--- config.mk ---
export PLATFORM = sky130hd
export DESIGN_NAME = tri_monitor
export DESIGN_NICKNAME = d
export VERILOG_FILES = /design/src/rtl/tri_pkg.sv /design/src/rtl/tri_step_classify.sv /design/src/rtl/tri_monitor.sv
export SDC_FILE = /design/constraint.sdc
export NUM_CORES = 1
export LEC_CHECK = 0
export CAP_MARGIN = 20
export CORE_MARGIN = 4
export CORE_UTILIZATION = 54
export CTS_CLUSTER_DIAMETER = 150
export DETAILED_ROUTE_END_ITERATION = 10
export PLACE_DENSITY = 0.88
export SYNTH_ARGS = -nofsm -noshare
export SYNTH_HDL_FRONTEND = slang
export SYNTH_SLANG_ARGS = --single-unit
--- constraint.sdc ---
create_clock -name clock -period 2.9 [get_ports clock]
set_clock_uncertainty 0.2 [all_clocks]
set_input_delay 0.58 -clock clock [delete_from_list [all_inputs] [get_ports clock]]
set_output_delay 0.58 -clock clock [all_outputs]
set_load 0.05 [all_outputs]
--- src/rtl/tri_pkg.sv ---
// rtl/tri_pkg.sv - shared types and defaults for the triangle-stream monitor
package tri_pkg;

   localparam int TRI_W      = 4;
   localparam int TRI_LOCK_N = 4;
   localparam int TRI_PW     = TRI_W + 3;

   typedef enum logic [2:0] {
      SYNC,
      UP,
      HOLD_TOP,
      DOWN,
      HOLD_BOT
   } tri_state_t;

   typedef enum logic [1:0] {
      INC,
      DEC,
      HOLD,
      BAD
   } tri_step_t;

endpackage

--- src/rtl/tri_step_classify.sv ---
// rtl/tri_step_classify.sv - classify one sample step against the previous sample
module tri_step_classify
   import tri_pkg::*;
#(
   parameter int W = TRI_W
) (
   input  logic [W-1:0] p,
   input  logic [W-1:0] s,
   output tri_step_t    step
);

   localparam logic [W:0] ONE = (W+1)'(1);

   logic [W:0] p_ext;
   logic [W:0] s_ext;

   // One extra bit keeps MAX+1 and 0-1 out of range, so wrap jumps land in BAD.
   always_comb begin
      p_ext = {1'b0, p};
      s_ext = {1'b0, s};
      if (s_ext == p_ext + ONE) begin
         step = INC;
      end else if (s_ext + ONE == p_ext) begin
         step = DEC;
      end else if (s_ext == p_ext) begin
         step = HOLD;
      end else begin
         step = BAD;
      end
   end

endmodule

--- src/rtl/tri_monitor.sv ---
// rtl/tri_monitor.sv - receive-side checker for the triangle counter stream
module tri_monitor
   import tri_pkg::*;
#(
   parameter int W      = TRI_W,
   parameter int LOCK_N = TRI_LOCK_N,
   parameter int PW     = W + 3
) (
   input  logic          clock,
   input  logic          reset,
   input  logic          en,
   input  logic [W-1:0]  x,
   output logic          locked,
   output logic          dir,
   output logic          peak,
   output logic          trough,
   output logic          err,
   output logic [7:0]    err_cnt,
   output logic [PW-1:0] period,
   output logic          period_vld
);

   localparam int            LCW       = $clog2(LOCK_N + 1);
   localparam logic [W-1:0]  MAX_VAL   = '1;
   localparam logic [W-1:0]  ZERO_VAL  = '0;
   localparam logic [LCW-1:0] LOCK_TOP = LCW'(LOCK_N);
   localparam logic [PW-1:0] SCNT_TOP  = '1;

   tri_state_t     state_q, state_d;
   logic [W-1:0]   p_q, p_d;
   logic           have_prev_q, have_prev_d;
   logic [LCW-1:0] lock_cnt_q, lock_cnt_d;
   logic           locked_q, locked_d;
   logic           dir_q, dir_d;
   logic           peak_q, peak_d;
   logic           trough_q, trough_d;
   logic           err_q, err_d;
   logic [7:0]     err_cnt_q, err_cnt_d;
   logic [PW-1:0]  period_q, period_d;
   logic           period_vld_q, period_vld_d;
   logic [PW-1:0]  scnt_q, scnt_d;
   logic           trough_seen_q, trough_seen_d;

   tri_step_t      step;
   tri_state_t     nxt_state;
   logic           legal;
   logic           hit_peak;
   logic           hit_trough;
   logic [LCW-1:0] lock_inc;

   tri_step_classify #(.W(W)) u_classify (
      .p    (p_q),
      .s    (x),
      .step (step)
   );

   // Next state and legality of the current step, given the tracking state.
   always_comb begin
      nxt_state  = SYNC;
      legal      = 1'b0;
      hit_peak   = 1'b0;
      hit_trough = 1'b0;
      case (state_q)
         SYNC: begin
            if (step == INC) begin
               nxt_state = UP;
               legal     = 1'b1;
            end else if (step == DEC) begin
               nxt_state = DOWN;
               legal     = 1'b1;
            end else if (step == HOLD && p_q == MAX_VAL) begin
               nxt_state = HOLD_TOP;
               legal     = 1'b1;
            end else if (step == HOLD && p_q == ZERO_VAL) begin
               nxt_state = HOLD_BOT;
               legal     = 1'b1;
            end
         end
         UP: begin
            if (p_q != MAX_VAL && step == INC) begin
               nxt_state = UP;
               legal     = 1'b1;
            end else if (p_q == MAX_VAL && step == HOLD) begin
               nxt_state = HOLD_TOP;
               legal     = 1'b1;
               hit_peak  = 1'b1;
            end
         end
         HOLD_TOP: begin
            if (step == DEC) begin
               nxt_state = DOWN;
               legal     = 1'b1;
            end
         end
         DOWN: begin
            if (p_q != ZERO_VAL && step == DEC) begin
               nxt_state = DOWN;
               legal     = 1'b1;
            end else if (p_q == ZERO_VAL && step == HOLD) begin
               nxt_state  = HOLD_BOT;
               legal      = 1'b1;
               hit_trough = 1'b1;
            end
         end
         HOLD_BOT: begin
            if (step == INC) begin
               nxt_state = UP;
               legal     = 1'b1;
            end
         end
         default: begin
            nxt_state = SYNC;
         end
      endcase
   end

   // Register updates for one accepted sample: lock, error, direction, period.
   always_comb begin
      state_d       = state_q;
      p_d           = p_q;
      have_prev_d   = have_prev_q;
      lock_cnt_d    = lock_cnt_q;
      locked_d      = locked_q;
      dir_d         = dir_q;
      peak_d        = 1'b0;
      trough_d      = 1'b0;
      err_d         = 1'b0;
      err_cnt_d     = err_cnt_q;
      period_d      = period_q;
      period_vld_d  = 1'b0;
      scnt_d        = scnt_q;
      trough_seen_d = trough_seen_q;
      lock_inc      = (lock_cnt_q == LOCK_TOP) ? LOCK_TOP : lock_cnt_q + LCW'(1);

      if (en) begin
         p_d         = x;
         have_prev_d = 1'b1;
         if (have_prev_q) begin
            if (legal) begin
               state_d    = nxt_state;
               lock_cnt_d = lock_inc;
               if (lock_inc == LOCK_TOP) begin
                  locked_d = 1'b1;
               end
               if (nxt_state == UP) begin
                  dir_d = 1'b1;
               end else if (nxt_state == DOWN) begin
                  dir_d = 1'b0;
               end
               peak_d   = hit_peak;
               trough_d = hit_trough;
            end else begin
               state_d       = SYNC;
               lock_cnt_d    = '0;
               locked_d      = 1'b0;
               trough_seen_d = 1'b0;
               if (locked_q) begin
                  err_d = 1'b1;
                  if (err_cnt_q != 8'hFF) begin
                     err_cnt_d = err_cnt_q + 8'd1;
                  end
               end
            end

            // A trough can only come from a legal step, so it never races the clear above.
            if (hit_trough && legal) begin
               if (trough_seen_q) begin
                  period_d     = (scnt_q == SCNT_TOP) ? SCNT_TOP : scnt_q + PW'(1);
                  period_vld_d = 1'b1;
               end
               trough_seen_d = 1'b1;
               scnt_d        = '0;
            end else if (scnt_q != SCNT_TOP) begin
               scnt_d = scnt_q + PW'(1);
            end
         end
      end
   end

   // State and output registers, cleared asynchronously.
   always_ff @(posedge clock or negedge reset) begin
      if (!reset) begin
         state_q       <= SYNC;
         p_q           <= '0;
         have_prev_q   <= 1'b0;
         lock_cnt_q    <= '0;
         locked_q      <= 1'b0;
         dir_q         <= 1'b0;
         peak_q        <= 1'b0;
         trough_q      <= 1'b0;
         err_q         <= 1'b0;
         err_cnt_q     <= '0;
         period_q      <= '0;
         period_vld_q  <= 1'b0;
         scnt_q        <= '0;
         trough_seen_q <= 1'b0;
      end else begin
         state_q       <= state_d;
         p_q           <= p_d;
         have_prev_q   <= have_prev_d;
         lock_cnt_q    <= lock_cnt_d;
         locked_q      <= locked_d;
         dir_q         <= dir_d;
         peak_q        <= peak_d;
         trough_q      <= trough_d;
         err_q         <= err_d;
         err_cnt_q     <= err_cnt_d;
         period_q      <= period_d;
         period_vld_q  <= period_vld_d;
         scnt_q        <= scnt_d;
         trough_seen_q <= trough_seen_d;
      end
   end

   assign locked     = locked_q;
   assign dir        = dir_q;
   assign peak       = peak_q;
   assign trough     = trough_q;
   assign err        = err_q;
   assign err_cnt    = err_cnt_q;
   assign period     = period_q;
   assign period_vld = period_vld_q;

endmodule

==> impl_results.html, run 1 <==
<table>
<tr><th>Metric</th><th>Value</th></tr>
<tr><th colspan="2">Worst setup path</th></tr>
<tr><td>CP dominant cell by count</td><td>buf_4</td></tr>
<tr><td>Largest driver fanout on the critical path</td><td>8</td></tr>
<tr><td>Crit Reg-Reg Endpoint</td><td>dir</td></tr>
<tr><td>Classification of the worst setup path</td><td>input pin to flip-flop</td></tr>
<tr><td>Slowest CP cell</td><td>clkdlybuf4s50_1</td></tr>
<tr><td>Maximum cell stage delay along the critical path</td><td>~0.53 ns</td></tr>
<tr><td>Critical Path End Type</td><td>flip-flop</td></tr>
<tr><td>Cell-by-cell trace of the critical path</td><td>clkdlybuf4s50_1, buf_4, nor2b_1, nor3_1, o211a_1, o41ai_2, buf_4, a21oi_2, mux2_2</td></tr>
<tr><td>Startpoint type of the worst setup path</td><td>input pin</td></tr>
<tr><td>Data arrival time of the critical path</td><td>2.73 ns</td></tr>
<tr><td>Worst r2r path cells</td><td>8</td></tr>
<tr><td>Origin of the critical flop-to-flop path</td><td>p_q[0]</td></tr>
<tr><td>Required @ worst endpoint</td><td>2.88 ns</td></tr>
<tr><td>Worst-case register-to-register setup slack</td><td>0.32 ns</td></tr>
<tr><th colspan="2">Cells and area</th></tr>
<tr><td>Net count, final</td><td>around 260</td></tr>
<tr><td>Final antenna diode count</td><td>0</td></tr>
<tr><td>P&amp;R area growth vs syn</td><td>22.2%</td></tr>
<tr><td>Most frequent standard cell in the layout excluding fill and tap cells</td><td>dfrtp_1</td></tr>
<tr><td>Commonest non-fill, non-tap cells in the layout</td><td>dfrtp_1, clkdlybuf4s50_1, nand2_1, nor2_1, xnor2_1</td></tr>
<tr><td>Non-filler instance count after layout</td><td>292</td></tr>
<tr><td>Share of layout cells above drive strength 1</td><td>12.3%</td></tr>
<tr><th colspan="2">Floorplan</th></tr>
<tr><td>CORE AREA</td><td>0.00369 mm^2</td></tr>
<tr><td>Die width</td><td>between 60 and 70 um</td></tr>
<tr><td>Area of the die</td><td>approximately 0.005 mm^2</td></tr>
<tr><td>Die H</td><td>69.8 um</td></tr>
<tr><td>Top-level port count</td><td>28</td></tr>
<tr><td>Starting utilization of the core area</td><td>55.9%</td></tr>
<tr><td>Site Rows</td><td>22</td></tr>
<tr><th colspan="2">Yosys</th></tr>
<tr><td>Yosys warnings</td><td>0</td></tr>
<tr><td>Mean post-synth cell area</td><td>10.0 um^2</td></tr>
<tr><td>Yosys reg bits</td><td>40</td></tr>
<tr><td>Number of distinct library cells after synthesis</td><td>43</td></tr>
<tr><td>Synthesized net count</td><td>220</td></tr>
<tr><td>Gate Count Post-Synth</td><td>206</td></tr>
<tr><td>Part of the Yosys area used for sequential elements</td><td>between 40% and 50%</td></tr>
<tr><td>Synthesized cell area</td><td>0.00206 mm^2</td></tr>
<tr><th colspan="2">CTS</th></tr>
<tr><td>Root cell of the clock tree</td><td>clkbuf_8</td></tr>
<tr><td>CTS resizes</td><td>0</td></tr>
<tr><td>H-Tree Depth</td><td>2</td></tr>
<tr><td>CTS tree</td><td>yes</td></tr>
<tr><td>Number of buffers created by CTS</td><td>5</td></tr>
<tr><td>Hold bufs inserted after CTS</td><td>0</td></tr>
<tr><td>Clock insertion delay at the later pin of the skew report</td><td>a little under 0.3 ns</td></tr>
<tr><td>Number of clock sinks seen by CTS</td><td>40</td></tr>
<tr><td>Clk buf depth</td><td>2</td></tr>
<tr><td>Post-CTS setup-driven buffer insertion count</td><td>0</td></tr>
<tr><td>Clk slew on worst S/H paths</td><td>around 0.080 ns</td></tr>
<tr><th colspan="2">Timing</th></tr>
<tr><td>Slew headroom</td><td>41.2%</td></tr>
<tr><td>Total count of hold-check failures in the final report</td><td>0</td></tr>
<tr><td>Sum of negative setup slack</td><td>0 ns</td></tr>
<tr><td>Setup repair after global routing missed its margin</td><td>no</td></tr>
<tr><td>Maximum achievable frequency</td><td>364 MHz</td></tr>
<tr><td>Final setup violation count</td><td>0</td></tr>
<tr><td>Share of the cycle needed by the critical path after routing</td><td>94.7%</td></tr>
<tr><td>Slack of the critical path</td><td>0.154 ns</td></tr>
<tr><td>Slew at the pin closest to its max-slew limit</td><td>0.882 ns</td></tr>
<tr><td>Final Max Slew Viols</td><td>0</td></tr>
<tr><td>Crit path time final</td><td>2.75 ns</td></tr>
<tr><th colspan="2">Place</th></tr>
<tr><td>Routability-driven placement congestion ratio</td><td>0.821</td></tr>
<tr><td>HPWL after detailed placement</td><td>between 2000 and 3000 um</td></tr>
<tr><td>Number of placed instances with taps included</td><td>284</td></tr>
<tr><td>Worst setup timing slack at the placement stage</td><td>-0.105 ns</td></tr>
<tr><td>PortBufs</td><td>27</td></tr>
<tr><th colspan="2">Global route</th></tr>
<tr><td>Largest net degree at the start of global routing</td><td>41</td></tr>
<tr><td>Global-route wire length before repair</td><td>7000 um</td></tr>
<tr><td>GRT Util Overall</td><td>approximately 18%</td></tr>
<tr><td>Vias in the first global route</td><td>between 1,500 and 2,000</td></tr>
<tr><td>Antenna violations before repair</td><td>0</td></tr>
<tr><td>Leftover overflow at the end of global routing</td><td>0</td></tr>
<tr><th colspan="2">Route</th></tr>
<tr><td>Total detailed-routing wirelength</td><td>3870 um</td></tr>
<tr><td>Vias</td><td>1,598</td></tr>
<tr><td>Via density per instance</td><td>between 5 and 6</td></tr>
<tr><td>Detailed-routing iteration count for the pre-antenna-repair pass</td><td>4</td></tr>
<tr><td>Residual DRC count</td><td>0</td></tr>
<tr><td>Final routed wire length divided by cell count</td><td>13.3 um</td></tr>
<tr><td>Remaining number of nets flagged by the antenna check after routing</td><td>0</td></tr>
<tr><td>First-iteration detailed-routing DRC count</td><td>143</td></tr>
<tr><th colspan="2">Pwr</th></tr>
<tr><td>Static Leakage</td><td>1.13 nW</td></tr>
<tr><td>Worst vdd ir</td><td>329 uV</td></tr>
<tr><td>Power, Total</td><td>between 0.001 and 0.0015 W</td></tr>
<tr><td>Pwr Density</td><td>552 mW/mm^2</td></tr>
<tr><th colspan="2">Job</th></tr>
<tr><td>Max-cap violations</td><td>0</td></tr>
<tr><th colspan="2">Min path</th></tr>
<tr><td>Worst hold path class</td><td>input pin to asynchronous set/reset pin</td></tr>
<tr><th colspan="2">Run status</th></tr>
<tr><td>Outcome</td><td>finished clean</td></tr>
</table>
## area by class of cell
class / count / area [um^2]
clock buffers: 5 / 68.8
clock inverters: 3 / 18.8
fillers: 319 / 1170
inverters: 5 / 18.8
multi-input cells: 154 / 1000
flip-flops and latches: 40 / 1000
well taps: 48 / 60.1
repair buffers: 37 / 353
## routing by layer
metal / wire length (um) / up-vias / GRT usage [%]
li1: - / 803 / -
met1: 1750 / 748 / 22.1
met2: 1880 / 41 / 29.5
met3: 195 / 6 / 5.36
met4: 49 / 0 / 5.53
met5: 0 / - / 0
## through the flow
step | util (%) | cell area (um^2) | hold WS, ns
5_1_grt | 68.3 | 2520 | 0.261
3_5_place_dp | 65.9 | 2430 | 0.274
4_1_cts | 68.3 | 2520 | 0.230
3_3_place_gp | 65.9 | 2430 | 0.270
2_1_floorplan | - | 2060 | 0.0844
6_report | 68.3 | 2520 | 0.204
## critical path: cells and delay by family
family	cells	cell delay, ns
simple gates	2	0.30
compound gates	3	0.63
mux	1	0.38
buf+inv	3	0.85
## synthesized netlist by cell type (all sizes together)
| library cell | instances | area (um^2) |
|---|---|---|
| a21boi | 1 | 7.51 |
| a21o | 1 | 7.51 |
| a21oi | 12 | 63.8 |
| a22oi | 1 | 7.51 |
| a31oi | 7 | 43.8 |
| and2 | 2 | 12.5 |
| and3 | 8 | 50.1 |
| and4 | 1 | 8.76 |
| buf | 4 | 31.3 |
| clkbuf | 3 | 11.3 |
| dfrtp | 40 | 1000 |
| ha | 7 | 87.6 |
| inv | 5 | 18.8 |
| mux2 | 4 | 48.8 |
| nand2 | 21 | 81.3 |
| nand2b | 1 | 6.26 |
| nand3 | 6 | 30.0 |
| nand3b | 2 | 15.0 |
| nand4 | 9 | 56.3 |
| nand4b | 1 | 8.76 |
| nor2 | 17 | 63.8 |
| nor2b | 2 | 12.5 |
| nor3 | 2 | 10.0 |
| nor3b | 2 | 20.0 |
| nor4 | 3 | 25.0 |
| o211a | 1 | 10.0 |
| o211ai | 1 | 7.51 |
| o21a | 1 | 7.51 |
| o21ai | 14 | 70.1 |
| o21ba | 1 | 10.0 |
| o22ai | 2 | 12.5 |
| o41ai | 1 | 16.3 |
| or2 | 1 | 6.26 |
| or3b | 1 | 8.76 |
| xnor2 | 16 | 140 |
| xor2 | 5 | 43.8 |
## cell families (layout without fill, tap and decap cells)
group                    Yosys count  in the layout  synth area share [%]
AO/OA/AOI/OAI                     43             43                  12.8
XOR/XNOR                          21             21                  8.92
adder cells (fa/ha/maj)            7              7                  4.25
buffers and inverters             12             50                  2.97
flip-flops                        40             40                  48.5
multiplexers                       4              4                  2.37
AND/OR/NAND/NOR                   79             79                  20.1
## worst max path at each step
stage | slack (ns) | to | depth (start not counted) | from
after floorplan | 0.41 | dir | 8 | x[2]
after global placement | -0.05 | err_cnt[1] | 9 | x[2]
after detailed placement | -0.11 | err_cnt[1] | 9 | x[2]
after CTS | 0.16 | err_cnt[1] | 9 | x[2]
after global routing | 0.007 | err_cnt[3] | 10 | x[2]
final | 0.15 | err_cnt[1] | 9 | x[2]
## flip-flops by register name, summed over array words and instances (netlist names)
signal and cells:
err_cnt 8, period 7, scnt_q 7, p_q 4
lock_cnt_q 3, state_q 3, dir 1, err 1
have_prev_q 1, locked 1, peak 1, period_vld 1
trough 1, trough_seen_q 1
## where the power goes
| group | switching (W) | leakage, nW | total [W] | internal, W |
|---|---|---|---|---|
| clock network | 0.000196 | 0.0479 | 0.000363 | 0.000168 |
| logic | 0.000188 | 0.552 | 0.000335 | 0.000148 |
| registers | 0.0000757 | 0.531 | 0.000693 | 0.000617 |
Note: power is estimated with default switching activity, not from simulation.
==> inputs of run 2 (changes only) <==
- CORE_UTILIZATION: 54 -> 55
- SYNTH_HIERARCHICAL: not set -> 1
==> impl_results.html, run 2 <==
<table>
<tr><th>Metric</th><th>Value</th></tr>
<tr><th colspan="2">CTS</th></tr>
<tr><td>Clk buf depth</td><td>2</td></tr>
<tr><td>Number of buffers created by CTS</td><td>5</td></tr>
<tr><td>H-Tree Depth</td><td>2</td></tr>
<tr><td>CTS tree</td><td>yes</td></tr>
<tr><td>Root cell of the clock tree</td><td>clkbuf_8</td></tr>
<tr><td>Clk slew on worst S/H paths</td><td>0.09 ns</td></tr>
<tr><td>Clock insertion delay at the later pin of the skew report</td><td>approximately 0.3 ns</td></tr>
<tr><td>Number of clock sinks seen by CTS</td><td>40</td></tr>
<tr><th colspan="2">Pwr</th></tr>
<tr><td>Switching share of power</td><td>33.9%</td></tr>
<tr><td>Switching power total</td><td>0.000585 W</td></tr>
<tr><td>Internal power contribution</td><td>0.00114 W</td></tr>
<tr><td>Pwr Density</td><td>542 mW/mm^2</td></tr>
<tr><td>Relative contribution of combinational cells to total power</td><td>30.4%</td></tr>
<tr><td>Clock power frac</td><td>28.8%</td></tr>
<tr><td>Fraction of power consumed by sequential logic</td><td>between 40% and 50%</td></tr>
<tr><td>Worst vdd ir</td><td>356 uV</td></tr>
<tr><td>Static Leakage</td><td>1.37 nW</td></tr>
<tr><th colspan="2">Yosys</th></tr>
<tr><td>Synthesized cell area</td><td>0.00222 mm^2</td></tr>
<tr><td>Top post-synthesis cells by count</td><td>dfrtp_1, nor2_1, nand2_1</td></tr>
<tr><td>Part of the Yosys area used for sequential elements</td><td>45.1%</td></tr>
<tr><td>Dominant synthesized flop cell</td><td>dfrtp_1</td></tr>
<tr><td>Gate Count Post-Synth</td><td>217</td></tr>
<tr><td>Synthesized net count</td><td>230</td></tr>
<tr><td>EDFF count, synth</td><td>0</td></tr>
<tr><td>Mean post-synth cell area</td><td>10.2 um^2</td></tr>
<tr><td>Library cell with the largest summed area after synthesis</td><td>dfrtp_1</td></tr>
<tr><td>Post-synth top area share</td><td>~45%</td></tr>
<tr><td>Share of flip-flops with an asynchronous set or reset</td><td>100%</td></tr>
<tr><td>Yosys reg bits</td><td>40</td></tr>
<tr><td>Number of distinct library cells after synthesis</td><td>50</td></tr>
<tr><td>Dominant cells by area after synthesis</td><td>dfrtp_1, xnor2_1, ha_1</td></tr>
<tr><td>Yosys warnings</td><td>6</td></tr>
<tr><td>Top-count cell post-synth</td><td>dfrtp_1</td></tr>
<tr><th colspan="2">Floorplan</th></tr>
<tr><td>Die width</td><td>71.5 um</td></tr>
<tr><td>Starting utilization of the core area</td><td>approximately three fifths</td></tr>
<tr><td>Die H</td><td>71.5 um</td></tr>
<tr><td>CORE AREA</td><td>0.00377 mm^2</td></tr>
<tr><td>Top-level port count</td><td>28</td></tr>
<tr><td>Area of the die</td><td>0.00512 mm^2</td></tr>
<tr><td>Site Rows</td><td>22</td></tr>
<tr><th colspan="2">Timing</th></tr>
<tr><td>Share of the cycle needed by the critical path after routing</td><td>102%</td></tr>
<tr><td>Total count of hold-check failures in the final report</td><td>0</td></tr>
<tr><td>Setup repair after global routing missed its margin</td><td>yes</td></tr>
<tr><td>Hold slack</td><td>0.195 ns</td></tr>
<tr><td>Crit path time final</td><td>2.97 ns</td></tr>
<tr><td>Slew at the pin closest to its max-slew limit</td><td>0.886 ns</td></tr>
<tr><td>Maximum achievable frequency</td><td>337 MHz</td></tr>
<tr><td>Final Max Slew Viols</td><td>0</td></tr>
<tr><td>Final setup violation count</td><td>5</td></tr>
<tr><td>Slew headroom</td><td>40.9%</td></tr>
<tr><td>Slack of the critical path</td><td>-0.0716 ns</td></tr>
<tr><th colspan="2">Cells and area</th></tr>
<tr><td>Utilization after layout</td><td>between 80% and 90%</td></tr>
<tr><td>Net count, final</td><td>a little under 300</td></tr>
<tr><td>Filler cell count</td><td>between 150 and 200</td></tr>
<tr><td>Non-filler instance count after layout</td><td>330</td></tr>
<tr><td>Final antenna diode count</td><td>0</td></tr>
<tr><td>P&amp;R area growth vs syn</td><td>43.3%</td></tr>
<tr><td>Number of flip-flops in the largest register</td><td>8</td></tr>
<tr><td>Most frequent standard cell in the layout excluding fill and tap cells</td><td>dfrtp_1</td></tr>
<tr><td>Share of layout cells above drive strength 1</td><td>36.2%</td></tr>
<tr><td>Commonest non-fill, non-tap cells in the layout</td><td>dfrtp_1, buf_4, clkdlybuf4s50_1, nand2_1</td></tr>
<tr><th colspan="2">Route</th></tr>
<tr><td>Total detailed-routing wirelength</td><td>7120 um</td></tr>
<tr><td>Final routed wire length divided by cell count</td><td>21.6 um</td></tr>
<tr><td>Remaining number of nets flagged by the antenna check after routing</td><td>0</td></tr>
<tr><td>Via density per instance</td><td>6.21</td></tr>
<tr><td>First-iteration detailed-routing DRC count</td><td>between 150 and 200</td></tr>
<tr><td>Residual DRC count</td><td>0</td></tr>
<tr><td>Detailed-routing iteration count for the pre-antenna-repair pass</td><td>5</td></tr>
<tr><td>Vias</td><td>2,050</td></tr>
<tr><th colspan="2">Min path</th></tr>
<tr><td>Worst hold path class</td><td>input pin to asynchronous set/reset pin</td></tr>
<tr><th colspan="2">Place</th></tr>
<tr><td>PortBufs</td><td>27</td></tr>
<tr><td>Routability-driven placement congestion ratio</td><td>0.915</td></tr>
<tr><td>Number of placed instances with taps included</td><td>305</td></tr>
<tr><td>HPWL after detailed placement</td><td>around 3400 um</td></tr>
<tr><th colspan="2">Worst setup path</th></tr>
<tr><td>Required @ worst endpoint</td><td>2.91 ns</td></tr>
<tr><td>Launch point of the critical path</td><td>x[3]</td></tr>
<tr><td>Classification of the worst setup path</td><td>input pin to flip-flop</td></tr>
<tr><td>Cell-by-cell trace of the critical path</td><td>dlygate4sd2_1, xor2_2, xnor2_1, a211oi_2, buf_4, nor2_4, nor2_2, a31oi_2, o211a_1, buf_6, buf_12, nand4_1, xnor2_1</td></tr>
<tr><td>Worst-case register-to-register setup slack</td><td>-0.06 ns</td></tr>
<tr><td>Origin of the critical flop-to-flop path</td><td>p_q[1]</td></tr>
<tr><td>Kind of cell with the highest combined delay on the critical path</td><td>XOR/XNOR gates</td></tr>
<tr><td>Critical Path End Type</td><td>flip-flop</td></tr>
<tr><td>CP dominant cell by count</td><td>xnor2_1</td></tr>
<tr><td>Maximum cell stage delay along the critical path</td><td>0.28 ns</td></tr>
<tr><td>Data arrival time of the critical path</td><td>2.98 ns</td></tr>
<tr><td>Crit Reg-Reg Endpoint</td><td>err_cnt[5]</td></tr>
<tr><td>Slowest CP cell</td><td>dlygate4sd2_1</td></tr>
<tr><td>Startpoint type of the worst setup path</td><td>input pin</td></tr>
<tr><td>Worst r2r path cells</td><td>13</td></tr>
<tr><td>Stages on the worst setup path</td><td>13</td></tr>
<tr><td>Largest driver fanout on the critical path</td><td>7</td></tr>
<tr><td>Number of buffers and inverters on the critical path</td><td>4</td></tr>
<tr><th colspan="2">Global route</th></tr>
<tr><td>Fraction of met2 tracks used by global routing</td><td>43.0%</td></tr>
<tr><td>GR peak layer</td><td>met2</td></tr>
<tr><td>Vias in the first global route</td><td>1,999</td></tr>
<tr><td>GRT Util Overall</td><td>roughly 25%</td></tr>
<tr><td>Leftover overflow at the end of global routing</td><td>0</td></tr>
<tr><td>Largest net degree at the start of global routing</td><td>between 40 and 50</td></tr>
<tr><td>Global-route wire length before repair</td><td>9930 um</td></tr>
<tr><td>Antenna violations before repair</td><td>0</td></tr>
<tr><td>Global routing usage on met1</td><td>29.0%</td></tr>
<tr><td>Met3 usage in global routing</td><td>5.33%</td></tr>
<tr><th colspan="2">Job</th></tr>
<tr><td>Max-cap violations</td><td>0</td></tr>
<tr><th colspan="2">Run status</th></tr>
<tr><td>Violations in the final reports</td><td>setup timing</td></tr>
<tr><td>Outcome</td><td>finished with violations</td></tr>
</table>
[run 2: cell types whose count changed in the layout (fill, tap and decap cells not counted), moves of 3 or more]
| cell | change |
|---|---|
| nand2_1 | -7 |
| clkdlybuf4s50_1 | -4 |
| nor2_1 | -6 |
| buf_4 | +22 |
| ha_1 | -3 |
| nand3_2 | +4 |
| buf_6 | +7 |
| o21ai_0 | -5 |
| nor2_2 | +7 |
| xnor2_1 | -5 |
| nand4_1 | -4 |
| xnor2_2 | +3 |
[run 2: worst max path at each step]
stage / slack [ns] / to
CTS: 0.03 / err_cnt[1]
detailed placement: -0.57 / scnt_q[5]
finish: -0.07 / err_cnt[5]
global route: -0.20 / err_cnt[5]
floorplan: 0.03 / err_cnt[1]
global placement: -0.45 / err_cnt[1]
[run 2: repair_timing]
action | CTS | global route
resized for setup | 27 | 32
hold buffers | 0 | 0
gates cloned | 0 | 1
pin swaps | 10 | 20
setup buffers | 11 | 5
endpoints found under the setup margin | 29 | 21
[run 2: cell families after synthesis]
| kind of cell | after synthesis | synth area share, % |
|---|---|---|
| and+or+nand+nor | 78 | 19.7 |
| xor gates and xnor gates | 21 | 8.62 |
| adders and majority gates | 6 | 3.38 |
| muxes | 8 | 3.95 |
| buffers and inverters | 15 | 3.78 |
| AOI/OAI and AO/OA | 49 | 15.5 |
| DFF | 40 | 45.1 |
[run 2: worst reg2reg max path, stage by stage (launching register included)]
cell and delay, ns:
dfrtp_1 0.44, ha_4 0.21, xnor2_2 0.13, o211ai_1 0.23
a211oi_2 0.07, buf_4 0.16, nor2_4 0.24, nor2_2 0.10
a31oi_2 0.25, o211a_1 0.23, buf_6 0.13, buf_12 0.11
nand4_1 0.13, xnor2_1 0.24
[run 2: metal layers]
metal	part of all wire, %	up-vias
li1	-	910
met1	37	1005
met2	53	107
met3	7.1	28
met4	3.5	0
met5	0	-
[run 2: area by class of cell]
| type | instances | area (um^2) | area share (%) |
|---|---|---|---|
| well taps | 48 | 60.1 | 1.89 |
| flip-flops and latches | 40 | 1000 | 31.5 |
| clock buffers | 6 | 82.6 | 2.60 |
| inverters | 4 | 15.0 | 0.472 |
| multi-input cells | 162 | 1350 | 42.5 |
| repair buffers | 68 | 629 | 19.8 |
| clock inverters | 2 | 38.8 | 1.22 |
[run 2: metrics by stage]
| step | worst slack (ns) | setup TNS (ns) | instance area (um^2) | power, W |
|---|---|---|---|---|
| after floorplan | 0.0254 | 0 | 2230 | 0.000938 |
| after global placement | -0.446 | -11.09 | 2690 | 0.00107 |
| after detailed placement | -0.568 | -13.08 | 2690 | 0.00109 |
| after CTS | 0.0303 | 0 | 2990 | 0.00162 |
| after global routing | -0.204 | -1.54 | 3180 | 0.00179 |
| final | -0.0716 | -0.145 | 3180 | 0.00173 |
[run 2: power groups by stage]
stage          clock network (W)  registers [W]  logic [W]
3_5_place_dp                   0       0.000701   0.000390
4_1_cts                 0.000487       0.000695   0.000443
6_report                0.000496       0.000704   0.000525
5_1_grt                 0.000518       0.000712   0.000563
3_3_place_gp                   0       0.000694   0.000372
2_1_floorplan                  0       0.000706   0.000233
==> inputs of run 3 (changes only) <==
- TNS_END_PERCENT: not set -> 5
==> impl_results.html, run 3 (synthesis gave the netlist of run 2 again) <==
<table>
<tr><th>Metric</th><th>Value</th></tr>
<tr><th colspan="2">Global route</th></tr>
<tr><td>Leftover overflow at the end of global routing</td><td>0</td></tr>
<tr><td>Global-route wire length before repair</td><td>9930 um</td></tr>
<tr><td>Vias in the first global route</td><td>between 1,500 and 2,000</td></tr>
<tr><td>GRT Util Overall</td><td>24.9%</td></tr>
<tr><td>Antenna violations before repair</td><td>0</td></tr>
<tr><td>Largest net degree at the start of global routing</td><td>41</td></tr>
<tr><th colspan="2">Cells and area</th></tr>
<tr><td>Net count, final</td><td>291</td></tr>
<tr><td>Commonest non-fill, non-tap cells in the layout</td><td>dfrtp_1, buf_4, clkdlybuf4s50_1, nor2_1, nand2_1</td></tr>
<tr><td>P&amp;R area growth vs syn</td><td>40.9%</td></tr>
<tr><td>Number of flip-flops in the largest register</td><td>8</td></tr>
<tr><td>Share of layout cells above drive strength 1</td><td>34.1%</td></tr>
<tr><td>Final antenna diode count</td><td>0</td></tr>
<tr><td>Most frequent standard cell in the layout excluding fill and tap cells</td><td>dfrtp_1</td></tr>
<tr><th colspan="2">Pwr</th></tr>
<tr><td>Fraction of power consumed by sequential logic</td><td>41.2%</td></tr>
<tr><td>Static Leakage</td><td>~1.4 nW</td></tr>
<tr><td>Worst vdd ir</td><td>~350 uV</td></tr>
<tr><td>Switching power total</td><td>0.000570 W</td></tr>
<tr><td>Internal power contribution</td><td>around 0.0011 W</td></tr>
<tr><td>Pwr Density</td><td>545 mW/mm^2</td></tr>
<tr><td>Switching share of power</td><td>33.4%</td></tr>
<tr><td>Relative contribution of combinational cells to total power</td><td>approximately 30%</td></tr>
<tr><td>Clock power frac</td><td>29.0%</td></tr>
<tr><th colspan="2">Place</th></tr>
<tr><td>Routability-driven placement congestion ratio</td><td>0.915</td></tr>
<tr><td>PortBufs</td><td>27</td></tr>
<tr><td>HPWL after detailed placement</td><td>3450 um</td></tr>
<tr><th colspan="2">Floorplan</th></tr>
<tr><td>Starting utilization of the core area</td><td>roughly three fifths</td></tr>
<tr><td>Site Rows</td><td>22</td></tr>
<tr><td>Die H</td><td>71.5 um</td></tr>
<tr><td>Die width</td><td>about 72 um</td></tr>
<tr><td>Area of the die</td><td>0.00512 mm^2</td></tr>
<tr><td>CORE AREA</td><td>0.00377 mm^2</td></tr>
<tr><td>Top-level port count</td><td>28</td></tr>
<tr><th colspan="2">Route</th></tr>
<tr><td>Detailed-routing iteration count for the pre-antenna-repair pass</td><td>4</td></tr>
<tr><td>Via density per instance</td><td>slightly above 6</td></tr>
<tr><td>Remaining number of nets flagged by the antenna check after routing</td><td>0</td></tr>
<tr><td>Residual DRC count</td><td>0</td></tr>
<tr><td>First-iteration detailed-routing DRC count</td><td>178</td></tr>
<tr><td>Total detailed-routing wirelength</td><td>~6600 um</td></tr>
<tr><td>Final routed wire length divided by cell count</td><td>20.2 um</td></tr>
<tr><td>Vias</td><td>approximately 2,000</td></tr>
<tr><th colspan="2">CTS</th></tr>
<tr><td>H-Tree Depth</td><td>2</td></tr>
<tr><td>Root cell of the clock tree</td><td>clkbuf_8</td></tr>
<tr><td>Number of clock sinks seen by CTS</td><td>40</td></tr>
<tr><td>Number of buffers created by CTS</td><td>5</td></tr>
<tr><td>Clk buf depth</td><td>2</td></tr>
<tr><td>Clk slew on worst S/H paths</td><td>0.08 ns</td></tr>
<tr><td>Clock insertion delay at the later pin of the skew report</td><td>0.30 ns</td></tr>
<tr><td>CTS tree</td><td>yes</td></tr>
<tr><th colspan="2">Timing</th></tr>
<tr><td>Final setup violation count</td><td>4</td></tr>
<tr><td>Slew headroom</td><td>a little over 40%</td></tr>
<tr><td>Slack of the critical path</td><td>-0.0338 ns</td></tr>
<tr><td>Sum of negative setup slack</td><td>-0.0457 ns</td></tr>
<tr><td>Total count of hold-check failures in the final report</td><td>0</td></tr>
<tr><td>Crit path time final</td><td>2.93 ns</td></tr>
<tr><td>Setup repair after global routing missed its margin</td><td>yes</td></tr>
<tr><td>Hold slack</td><td>0.192 ns</td></tr>
<tr><td>Share of the cycle needed by the critical path after routing</td><td>101%</td></tr>
<tr><td>Final Max Slew Viols</td><td>0</td></tr>
<tr><td>Maximum achievable frequency</td><td>341 MHz</td></tr>
<tr><td>Slew at the pin closest to its max-slew limit</td><td>0.880 ns</td></tr>
<tr><th colspan="2">Job</th></tr>
<tr><td>Max-cap violations</td><td>0</td></tr>
<tr><th colspan="2">Worst setup path</th></tr>
<tr><td>Classification of the worst setup path</td><td>input pin to flip-flop</td></tr>
<tr><td>Required @ worst endpoint</td><td>roughly 2.9 ns</td></tr>
<tr><td>Data arrival time of the critical path</td><td>2.92 ns</td></tr>
<tr><td>Startpoint type of the worst setup path</td><td>input pin</td></tr>
<tr><td>Critical Path End Type</td><td>flip-flop</td></tr>
<tr><td>Largest driver fanout on the critical path</td><td>7</td></tr>
<tr><th colspan="2">Run status</th></tr>
<tr><td>Violations in the final reports</td><td>setup timing</td></tr>
<tr><td>Outcome</td><td>finished with violations</td></tr>
<tr><th colspan="2">Min path</th></tr>
<tr><td>Worst hold path class</td><td>input pin to asynchronous set/reset pin</td></tr>
</table>
run 3: cell types whose count changed in the layout (fill, tap and decap cells not counted):
cell,delta
nand3_1,+1
nor2_1,+3
nand3_2,-1
clkbuf_16,-1
buf_4,-2
nor2_2,-3
run 3: path summary, 6_finish.rpt:
path / startpoint / to / slack [ns] / cells after the start
worst min-delay path: reset / period[5] / 0.19 / 1
worst max register to register: p_q[0] / err_cnt[1] / -0.02 / 12
worst max-delay path: x[3] / err_cnt[1] / -0.03 / 12
max in group asynchronous: reset / p_q[0] / 1.70 / 1
min in group clock: err_cnt[6] / err_cnt[6] / 0.32 / 1
worst min register to register: err_cnt[6] / err_cnt[6] / 0.32 / 1
run 3: per-stage QoR:
step | worst slack, ns | util [%] | instance area, um^2 | cells | power (W)
after floorplan | 0.0254 | - | 2230 | 217 | 0.000938
after global placement | -0.446 | 71.3 | 2690 | 305 | 0.00107
after detailed placement | -0.568 | 71.3 | 2690 | 305 | 0.00109
after CTS | 0.0303 | 79.4 | 2990 | 324 | 0.00162
after global routing | -0.123 | 82.9 | 3130 | 327 | 0.00178
final | -0.0338 | 82.9 | 3130 | 327 | 0.00170
run 3: what timing repair did:
action                     in CTS  in global routing
setup endpoints to repair      29                 21
hold buffers                    0                  0
gates resized for setup        27                 28
pin swaps                      10                 18
buffers inserted               11                  3
run 3: worst max-delay path, cell delays in order:
cell	delay (ns)
dlygate4sd2_1	0.29
xor2_2	0.27
xnor2_1	0.13
a211oi_2	0.24
buf_4	0.16
nor2_4	0.06
a2111oi_4	0.40
a31oi_2	0.09
o211a_1	0.18
buf_6	0.14
nand2_4	0.07
mux2_4	0.31
run 3: metal layers:
layer | global-route usage, % | wire [um] | part of all wire, %
met1 | 29.0 | 2540 | 39
met2 | 43.0 | 3420 | 52
met3 | 5.33 | 411 | 6.2
met4 | 13.2 | 231 | 3.5
met5 | 0 | 0 | 0
run 3: final cells by class:
cell class	count	area (um^2)
tap	48	60.1
clock buffer	6	82.6
fill	198	643
clock inverter	2	38.8
sequential	40	1000
timing repair buffer	65	589
inverter	4	15.0
multi-input combinational	162	1340
run 3: power groups by stage:
stage	logic, W	registers (W)	clock network, W
after floorplan	0.000233	0.000706	0
after global placement	0.000372	0.000694	0
after detailed placement	0.000390	0.000701	0
after CTS	0.000443	0.000695	0.000487
after global routing	0.000546	0.000711	0.000518
final	0.000508	0.000702	0.000493
